## src/rtl/pipe_sum_prod_pkg.sv

```systemverilog
// Width helpers and operand extension shared by the sum/product pipeline.
// Every extension is done through ext() so that signed and unsigned builds share one datapath.
package pipe_sum_prod_pkg;

    localparam int MAX_W = 128;

    function automatic int SUM_W(input int w);
        return w + 2;
    endfunction

    function automatic int PROD_W(input int w);
        return 2 * w;
    endfunction

    // Widens the low from_w bits of x to to_w bits; bits at and above to_w are zero.
    function automatic logic [MAX_W-1:0] ext(input logic [MAX_W-1:0] x,
                                             input bit              signed_mode,
                                             input int              from_w,
                                             input int              to_w);
        logic [MAX_W-1:0] r;
        r = '0;
        for (int i = 0; i < MAX_W; i++) begin
            if (i < from_w)
                r[i] = x[i];
            else if (i < to_w)
                r[i] = signed_mode & x[from_w-1];
        end
        return r;
    endfunction

endpackage

```

## src/rtl/pipe_sum_prod_slice.sv

```systemverilog
// One valid/ready register stage: accepts whenever it is empty or its content leaves this cycle.
// Data only moves on real beats, so bubbles never disturb the held payload.
module pipe_slice #(
    parameter int DW = 8
) (
    input  logic          clock,
    input  logic          reset_n,
    input  logic          up_valid,
    output logic          up_ready,
    input  logic [DW-1:0] up_data,
    output logic          dn_valid,
    input  logic          dn_ready,
    output logic [DW-1:0] dn_data
);

    logic          v_q;
    logic [DW-1:0] data_q;

    assign up_ready = !v_q || dn_ready;
    assign dn_valid = v_q;
    assign dn_data  = data_q;

    always_ff @(posedge clock or negedge reset_n) begin
        if (!reset_n) begin
            // NOTE: the payload is reset too, not just the valid bit, so out_sum/out_prod read 0 in reset.
            v_q    <= 1'b0;
            data_q <= '0;
        end else if (up_ready) begin
            // NOTE: non-blocking assignments keep every stage sampling the pre-edge value of its neighbour.
            v_q <= up_valid;
            if (up_valid)
                data_q <= up_data;
        end
    end

endmodule

```

## src/rtl/pipe_sum_prod.sv

```systemverilog
// Three-stage valid/ready pipeline producing a+b+c+d and a*b; arithmetic sits between the slices.
// out_gt is derived combinationally from the last stage's registers only.
module pipe_sum_prod
    import pipe_sum_prod_pkg::*;
#(
    parameter int WIDTH  = 8,
    parameter bit SIGNED = 1'b0
) (
    input  logic                     clock,
    input  logic                     reset_n,
    input  logic                     in_valid,
    output logic                     in_ready,
    input  logic [WIDTH-1:0]         a,
    input  logic [WIDTH-1:0]         b,
    input  logic [WIDTH-1:0]         c,
    input  logic [WIDTH-1:0]         d,
    output logic                     out_valid,
    input  logic                     out_ready,
    output logic [SUM_W(WIDTH)-1:0]  out_sum,
    output logic [PROD_W(WIDTH)-1:0] out_prod,
    output logic                     out_gt
);

    localparam int S1_W = WIDTH + 1;
    localparam int SW   = SUM_W(WIDTH);
    localparam int PW   = PROD_W(WIDTH);
    localparam int CW   = PW + 2;
    localparam int D1_W = S1_W + 2 * WIDTH + PW;
    localparam int D2_W = SW + WIDTH + PW;
    localparam int D3_W = SW + PW;

    logic            v1, v2;
    logic            rdy2, rdy3;
    logic [D1_W-1:0] st1_in, st1_q;
    logic [D2_W-1:0] st2_in, st2_q;
    logic [D3_W-1:0] st3_in, st3_q;

    logic [S1_W-1:0]  s1_in, s1_q;
    logic [PW-1:0]    p1_in, p1_q, p2_q;
    logic [WIDTH-1:0] c1_q, d1_q, d2_q;
    logic [SW-1:0]    s2_in, s2_q, sum3_in;

    // Stage 1: the product is formed at full result width, so its low bits are exact for both signednesses.
    assign s1_in  = S1_W'(ext(MAX_W'(a), SIGNED, WIDTH, S1_W))
                  + S1_W'(ext(MAX_W'(b), SIGNED, WIDTH, S1_W));
    assign p1_in  = PW'(ext(MAX_W'(a), SIGNED, WIDTH, PW))
                  * PW'(ext(MAX_W'(b), SIGNED, WIDTH, PW));
    assign st1_in = {s1_in, c, d, p1_in};

    pipe_slice #(.DW(D1_W)) u_s1 (
        .clock    (clock),
        .reset_n  (reset_n),
        .up_valid (in_valid),
        .up_ready (in_ready),
        .up_data  (st1_in),
        .dn_valid (v1),
        .dn_ready (rdy2),
        .dn_data  (st1_q)
    );

    assign {s1_q, c1_q, d1_q, p1_q} = st1_q;
    assign s2_in  = SW'(ext(MAX_W'(s1_q), SIGNED, S1_W, SW))
                  + SW'(ext(MAX_W'(c1_q), SIGNED, WIDTH, SW));
    assign st2_in = {s2_in, d1_q, p1_q};

    pipe_slice #(.DW(D2_W)) u_s2 (
        .clock    (clock),
        .reset_n  (reset_n),
        .up_valid (v1),
        .up_ready (rdy2),
        .up_data  (st2_in),
        .dn_valid (v2),
        .dn_ready (rdy3),
        .dn_data  (st2_q)
    );

    assign {s2_q, d2_q, p2_q} = st2_q;
    assign sum3_in = s2_q + SW'(ext(MAX_W'(d2_q), SIGNED, WIDTH, SW));
    assign st3_in  = {sum3_in, p2_q};

    pipe_slice #(.DW(D3_W)) u_s3 (
        .clock    (clock),
        .reset_n  (reset_n),
        .up_valid (v2),
        .up_ready (rdy3),
        .up_data  (st3_in),
        .dn_valid (out_valid),
        .dn_ready (out_ready),
        .dn_data  (st3_q)
    );

    assign {out_sum, out_prod} = st3_q;

    // Both operands are widened past the larger result so the compare never wraps.
    logic [CW-1:0] prod_x, sum_x;
    assign prod_x = CW'(ext(MAX_W'(out_prod), SIGNED, PW, CW));
    assign sum_x  = CW'(ext(MAX_W'(out_sum), SIGNED, SW, CW));
    assign out_gt = SIGNED ? ($signed(prod_x) > $signed(sum_x)) : (prod_x > sum_x);

endmodule

```

## config.mk

```make
export PLATFORM = sky130hd
export DESIGN_NAME = pipe_sum_prod
export DESIGN_NICKNAME = d
export VERILOG_FILES = /design/src/rtl/pipe_sum_prod_pkg.sv /design/src/rtl/pipe_sum_prod_slice.sv /design/src/rtl/pipe_sum_prod.sv
export SDC_FILE = /design/constraint.sdc
export NUM_CORES = 1
export LEC_CHECK = 0
export ABC_CLOCK_PERIOD_IN_PS = 2100
export CORE_MARGIN = 2
export CORE_UTILIZATION = 53
export CTS_CLUSTER_SIZE = 20
export DETAILED_ROUTE_END_ITERATION = 16
export PLACE_DENSITY = 0.81
export SETUP_SLACK_MARGIN = 0.15
export SLEW_MARGIN = 20
export SYNTH_ARGS = -nofsm -noshare
export SYNTH_HDL_FRONTEND = slang
export SYNTH_SLANG_ARGS = --single-unit
export TNS_END_PERCENT = 1
```

## constraint.sdc

```tcl
create_clock -name clock -period 2.1 [get_ports clock]
set_clock_uncertainty 0.15 [all_clocks]
set_input_delay 0.315 -clock clock [delete_from_list [all_inputs] [get_ports clock]]
set_output_delay 0.315 -clock clock [all_outputs]
set_load 0.05 [all_outputs]
```

* Word level (Yosys, flattened, before mapping)
Index checks and enable logic that the tools add are counted.
Operators by class: add/subtract/negate cells 3, order comparisons 1, multiply operators 1, reduce and logical (&&, ||, !) cells 9
Operators with widths (number):
- > comparator 16 x 10 -> 1 bit | 1
- multiplier 8 x 8 -> 16 bit | 1
- adder 10 x 8 -> 10 bit | 1
- adder 9 x 8 -> 10 bit | 1
- adder 8 x 8 -> 9 bit | 1
- AND reduction 2 bit | 3
- zero test 1 bit | 3
- logical OR 1 bit | 3
Word-level totals: register bits 104, logic and storage cells 20, input port bits 36, output and inout port bits 29

* Depth between registers and ports, before layout
depth after elaboration 5, depth in mapped cells 15, depth with buffers taken out 15

* By module
Synthesis repeated with hierarchy kept, for this count alone.
Unflattened totals: cell total of the unflattened synthesis 634, area, all modules 7663.6 um^2
Modules (own cells, without submodules):
- pipe_sum_prod | cells an instance 411, area an instance 3363.2 um^2, times used 1, sequential area each 0.0 um^2
- pipe_slice at u_s1 | cells an instance 90, area an instance 1739.2 um^2, times used 1, sequential area each 1051.0 um^2
- pipe_slice at u_s2 | cells an instance 75, area an instance 1463.9 um^2, times used 1, sequential area each 875.8 um^2
- pipe_slice at u_s3 | cells an instance 58, area an instance 1097.3 um^2, times used 1, sequential area each 675.6 um^2

* Worst setup path before layout
Ideal clock, no wire load.
path kind input -> register, start input port a[4], end register u_s1.data_q[13] (netlist: u_s1.dn_data[13]), slack -1940 ps, buffers on the path 0, data required time 1829 ps, cell stages on the path 13, library setup time 121 ps, data arrival time 3769 ps, cells stage by stage ha_1 inv_1 fa_1 fa_1 fa_1 fa_1 inv_1 ha_1 o211ai_1 a21oi_2 o2111ai_1 a21o_1 a41o_1
On the way: longest elaborated chain between the ends 1
RTL lines:
- from (decl) | line pipe_sum_prod.sv:13 | input logic [WIDTH-1:0] a,
- multiplier 8 x 8 -> 16 bit | line pipe_sum_prod.sv:47 | * PW'(ext(MAX_W'(b), SIGNED, WIDTH, PW));
- to (signal assigned) | line pipe_sum_prod_slice.sv:32 | data_q <= up_data;
- to (decl) | line pipe_sum_prod_slice.sv:17 | logic [DW-1:0] data_q;
Every way passes these cells. A chain may end at the register's enable or synchronous reset.

* Final worst setup path
start input port b[2], end register u_s1.data_q[12] (netlist: u_s1.dn_data[12])
On the way: longest elaborated chain between the ends 1
RTL lines:
- from (decl) | line pipe_sum_prod.sv:14 | input logic [WIDTH-1:0] b,
- multiplier 8 x 8 -> 16 bit | line pipe_sum_prod.sv:47
Every way passes these cells.

==> results_dict.tcl <==
set metrics [dict create \
    setup.worst_path.start_class "input port" \
    floorplan.io_pins 65 \
    path_max_fanout 4 \
    final.hold.worst_slack_ns 0.260 \
    cp_max_delay_cell "fa_1" \
    detail_route.first_pass.iterations 5 \
    place_hpwl_um 13000 \
    synthCells 662 \
    layout-drive-gt1-share 0.309 \
    die_w_um 120 \
    min_path_type "in -> async" \
    delay_of_the_slowest_cell_on_the_worst_path_ns 0.54 \
    die_height_um 120 \
    ys_ff_latch 104 \
    synth_largest_area_cell "dfrtp_1" \
    worst_slew_pin_slew_ns 0.494 \
    lkg_pwr_nw 4.41 \
    crit_path_end_kind "register" \
    setup_repair_after_global_routing_missed_its_margin "yes" \
    clkTransAtPathRegs_ns 0.08 \
    worst_r2r_endpoint "u_s2.dn_data[30]" \
    main_area_contributors_after_synthesis "dfrtp_1, ha_1, fa_1" \
    cell_family_contributing_the_most_delay_on_the_critical_path "adder cells" \
    post-synth-top-area-fraction 0.367 \
    clock_root_buffer "clkbuf_16" \
    power.density_cell_area_nw_per_um2 1240 \
    final_count_of_negative_setup_slack_endpoints 15 \
    cp.buffers_inverters 3 \
    floorplan.die_area_um2 14300 \
    path_cells "buf_12 > and2_4 > fa_1 > fa_1 > fa_1 > inv_1 > fa_1 > inv_2 > ha_4 > a21oi_4 > o211ai_1 > a31oi_1 > xor2_1 > o21ai_1" \
    maxCapViolations 0 \
    cp-endpoint "u_s1.dn_data[12]" \
    detailedRoute.firstIterationViolations 342 \
    grt_first_pass_wirelength_um 28600 \
    clockBufferDepth 2 \
    cts.sinks 104 \
    syn_area_per_cell_um2 10.7 \
    grt.total_usage 0.249 \
    worstRegToRegCells 9 \
    stages_on_worst_setup_path 14 \
    max-slew-margin-rel 0.672 \
    r2r_slack_ns -0.06 \
    detail-route-antenna-nets 0 \
    first_global_vias 5870 \
    irDropWorstVdd_mv 0.476 \
    final_critical_path_setup_slack_ns -1.62 \
    antenna_violations_before_repair 0 \
    run_status "finished with violations" \
    tritoncts.num_buffers 9 \
    achievable-frequency_ghz 0.269 \
    worst_r2r_startpoint "u_s1.dn_data[32]" \
    dominantRegCellSynth "dfrtp_1" \
    largest_net_degree_at_the_start_of_global_routing 45 \
    vias_per_cell 5.47 \
    setup.worst_path.start "b[2]" \
    globalRoute.totalOverflow 0 \
    synthesis.area_um2 7080 \
    placeableCoreArea_um2 13100 \
    post-route-drc-count 0 \
    detailroute.via_count 5442 \
    h_tree_depth_reported_by_cts 3 \
    antenna_diode_instance_count 0 \
    drt_wl_total_um 16800 \
    fp-row-count 42 \
    final-max-slew-violation-count 0 \
    ys_types 49 \
    post_synthesis_net_count 807 \
    violations "negative setup slack" \
    yosys_warnings 0 \
    finish.net_count 958 \
    flow.area_growth_from_synthesis_pct 30.7 \
    ys_seq_area_frac 0.367 \
    setup.worst_path.class "in -> reg" \
    buffer_ports.inserted 64 \
    routed_wirelength_normalized_by_instance_count_um 16.9 \
    worst_ep_arrival_time_ns 3.80 \
    design_power_total_mw 11.5 \
    cp.required_ns 2.18 \
    critical-path-top-cell-by-count "fa_1" \
    synth-edff-count 0 \
    post_route_fraction_of_the_period_consumed_by_the_critical_path 1.77 \
    final_period_minus_worst_setup_slack_ns 3.72 \
    start_util 0.539 \
    postSynth.asyncResetShare 1.00 \
    tritoncts_clock_tree "done" \
    final_hold_viol_count 0 \
    place.gp.congestion 1.01 \
    clock_insertion_delay_at_the_later_pin_of_the_skew_report_ns 0.35 \
]
-- sequential cells by signal, indices dropped and copies added, names as in the netlist --
register,cells
u_s2.dn_data,34
u_s2.dn_valid,1
u_s1.dn_valid,1
u_s1.dn_data,41
u_s3.dn_data,26
u_s3.dn_valid,1
-- area by class of cell --
type	instances	area, um^2
clock buffers	10	239
clock inverters	6	52.6
fillers	943	3880
inverters	77	289
multi-input cells	468	4480
flip-flops and latches	104	2600
well taps	176	220
repair buffers	153	1380
-- per-layer routing --
layer | vias up | part of all wire | global-route usage
met1 | 2693 | 0.43 | 0.322
met2 | 152 | 0.51 | 0.440
li1 | 2565 | - | -
met4 | 0 | 0.021 | 0.0750
met5 | - | 0 | 0
met3 | 32 | 0.033 | 0.0299
-- synthesized netlist by cell type (all sizes together), types with 2 or more instances --
| library cell | number |
|---|---|
| a31oi | 4 |
| a21boi | 2 |
| nand2b | 6 |
| a22oi | 2 |
| o31a | 4 |
| clkbuf | 3 |
| xor2 | 16 |
| inv | 77 |
| a21o | 9 |
| xnor2 | 6 |
| mux2 | 63 |
| o211ai | 8 |
| o21a | 9 |
| o31ai | 6 |
| nor2 | 11 |
| fa | 39 |
| dfrtp | 104 |
| ha | 70 |
| a211oi | 7 |
| buf | 10 |
| o21ai | 40 |
| nor2b | 5 |
| nand2 | 66 |
| and3 | 3 |
| a41o | 2 |
| nand4 | 3 |
| nand3 | 2 |
| a21oi | 28 |
| nor3 | 4 |
| and2 | 37 |
-- how the worst min path moves through the flow --
stage                        from                to  slack (ns)  cells after the start
after floorplan           reset_n   u_s1.dn_data[0]       -0.13                      0
after global placement    reset_n  u_s1.dn_data[24]        0.09                      1
after detailed placement  reset_n  u_s1.dn_data[24]        0.11                      1
after CTS                 reset_n  u_s2.dn_data[23]        0.27                      2
after global routing      reset_n  u_s2.dn_data[23]        0.30                      2
final                     reset_n  u_s2.dn_data[23]        0.26                      2
-- cell families after synthesis --
kind of cell,Yosys count,synth area share
fa+ha+maj,109,0.234
xor+xnor,22,0.0272
mux,64,0.102
buf+inv,90,0.0509
simple gates,143,0.0998
flops,104,0.367
compound gates,130,0.119
-- what timing repair did --
item / CTS / global route
setup buffers: 7 / 0
endpoints found under the hold margin: 24 / 0
resized for setup: 156 / 39
pin swaps: 35 / 26
hold buffers: 1 / 0
endpoints found under the setup margin: 58 / 31
-- power breakdown --
group	leakage [nW]	switching, mW	internal, mW	total [mW]
sequential	1.25	0.518	2.72	3.24
combinational	3.01	3.63	3.02	6.64
clock	0.137	0.779	0.854	1.63
total	4.41	4.93	6.59	11.5
-- per-stage QoR --
stage          worst slack, ns   util  TNS (ns)  instance area [um^2]  std cells
6_report                 -1.62  0.705    -17.14                  9260        994
5_1_grt                  -1.79  0.705    -19.02                  9260        994
4_1_cts                  -1.64  0.692    -17.25                  9090        994
3_5_place_dp             -2.50  0.660    -33.18                  8670        970
3_3_place_gp             -2.40  0.660    -31.78                  8670        970
2_1_floorplan            -1.56      -    -20.66                  7190        662
-- placed cells by master (no fill, tap or decap), types with 20 or more instances in the layout --
cell type	netlist	layout
dfrtp_1	104	104
dlygate4sd2_1	0	27
and2_1	37	30
mux2_2	63	63
nand2_1	66	64
a21oi_1	27	20
o21ai_0	39	24
inv_1	77	71
ha_1	70	51
buf_4	4	82
fa_1	39	34
Note: power is estimated with default switching activity, not from simulation.
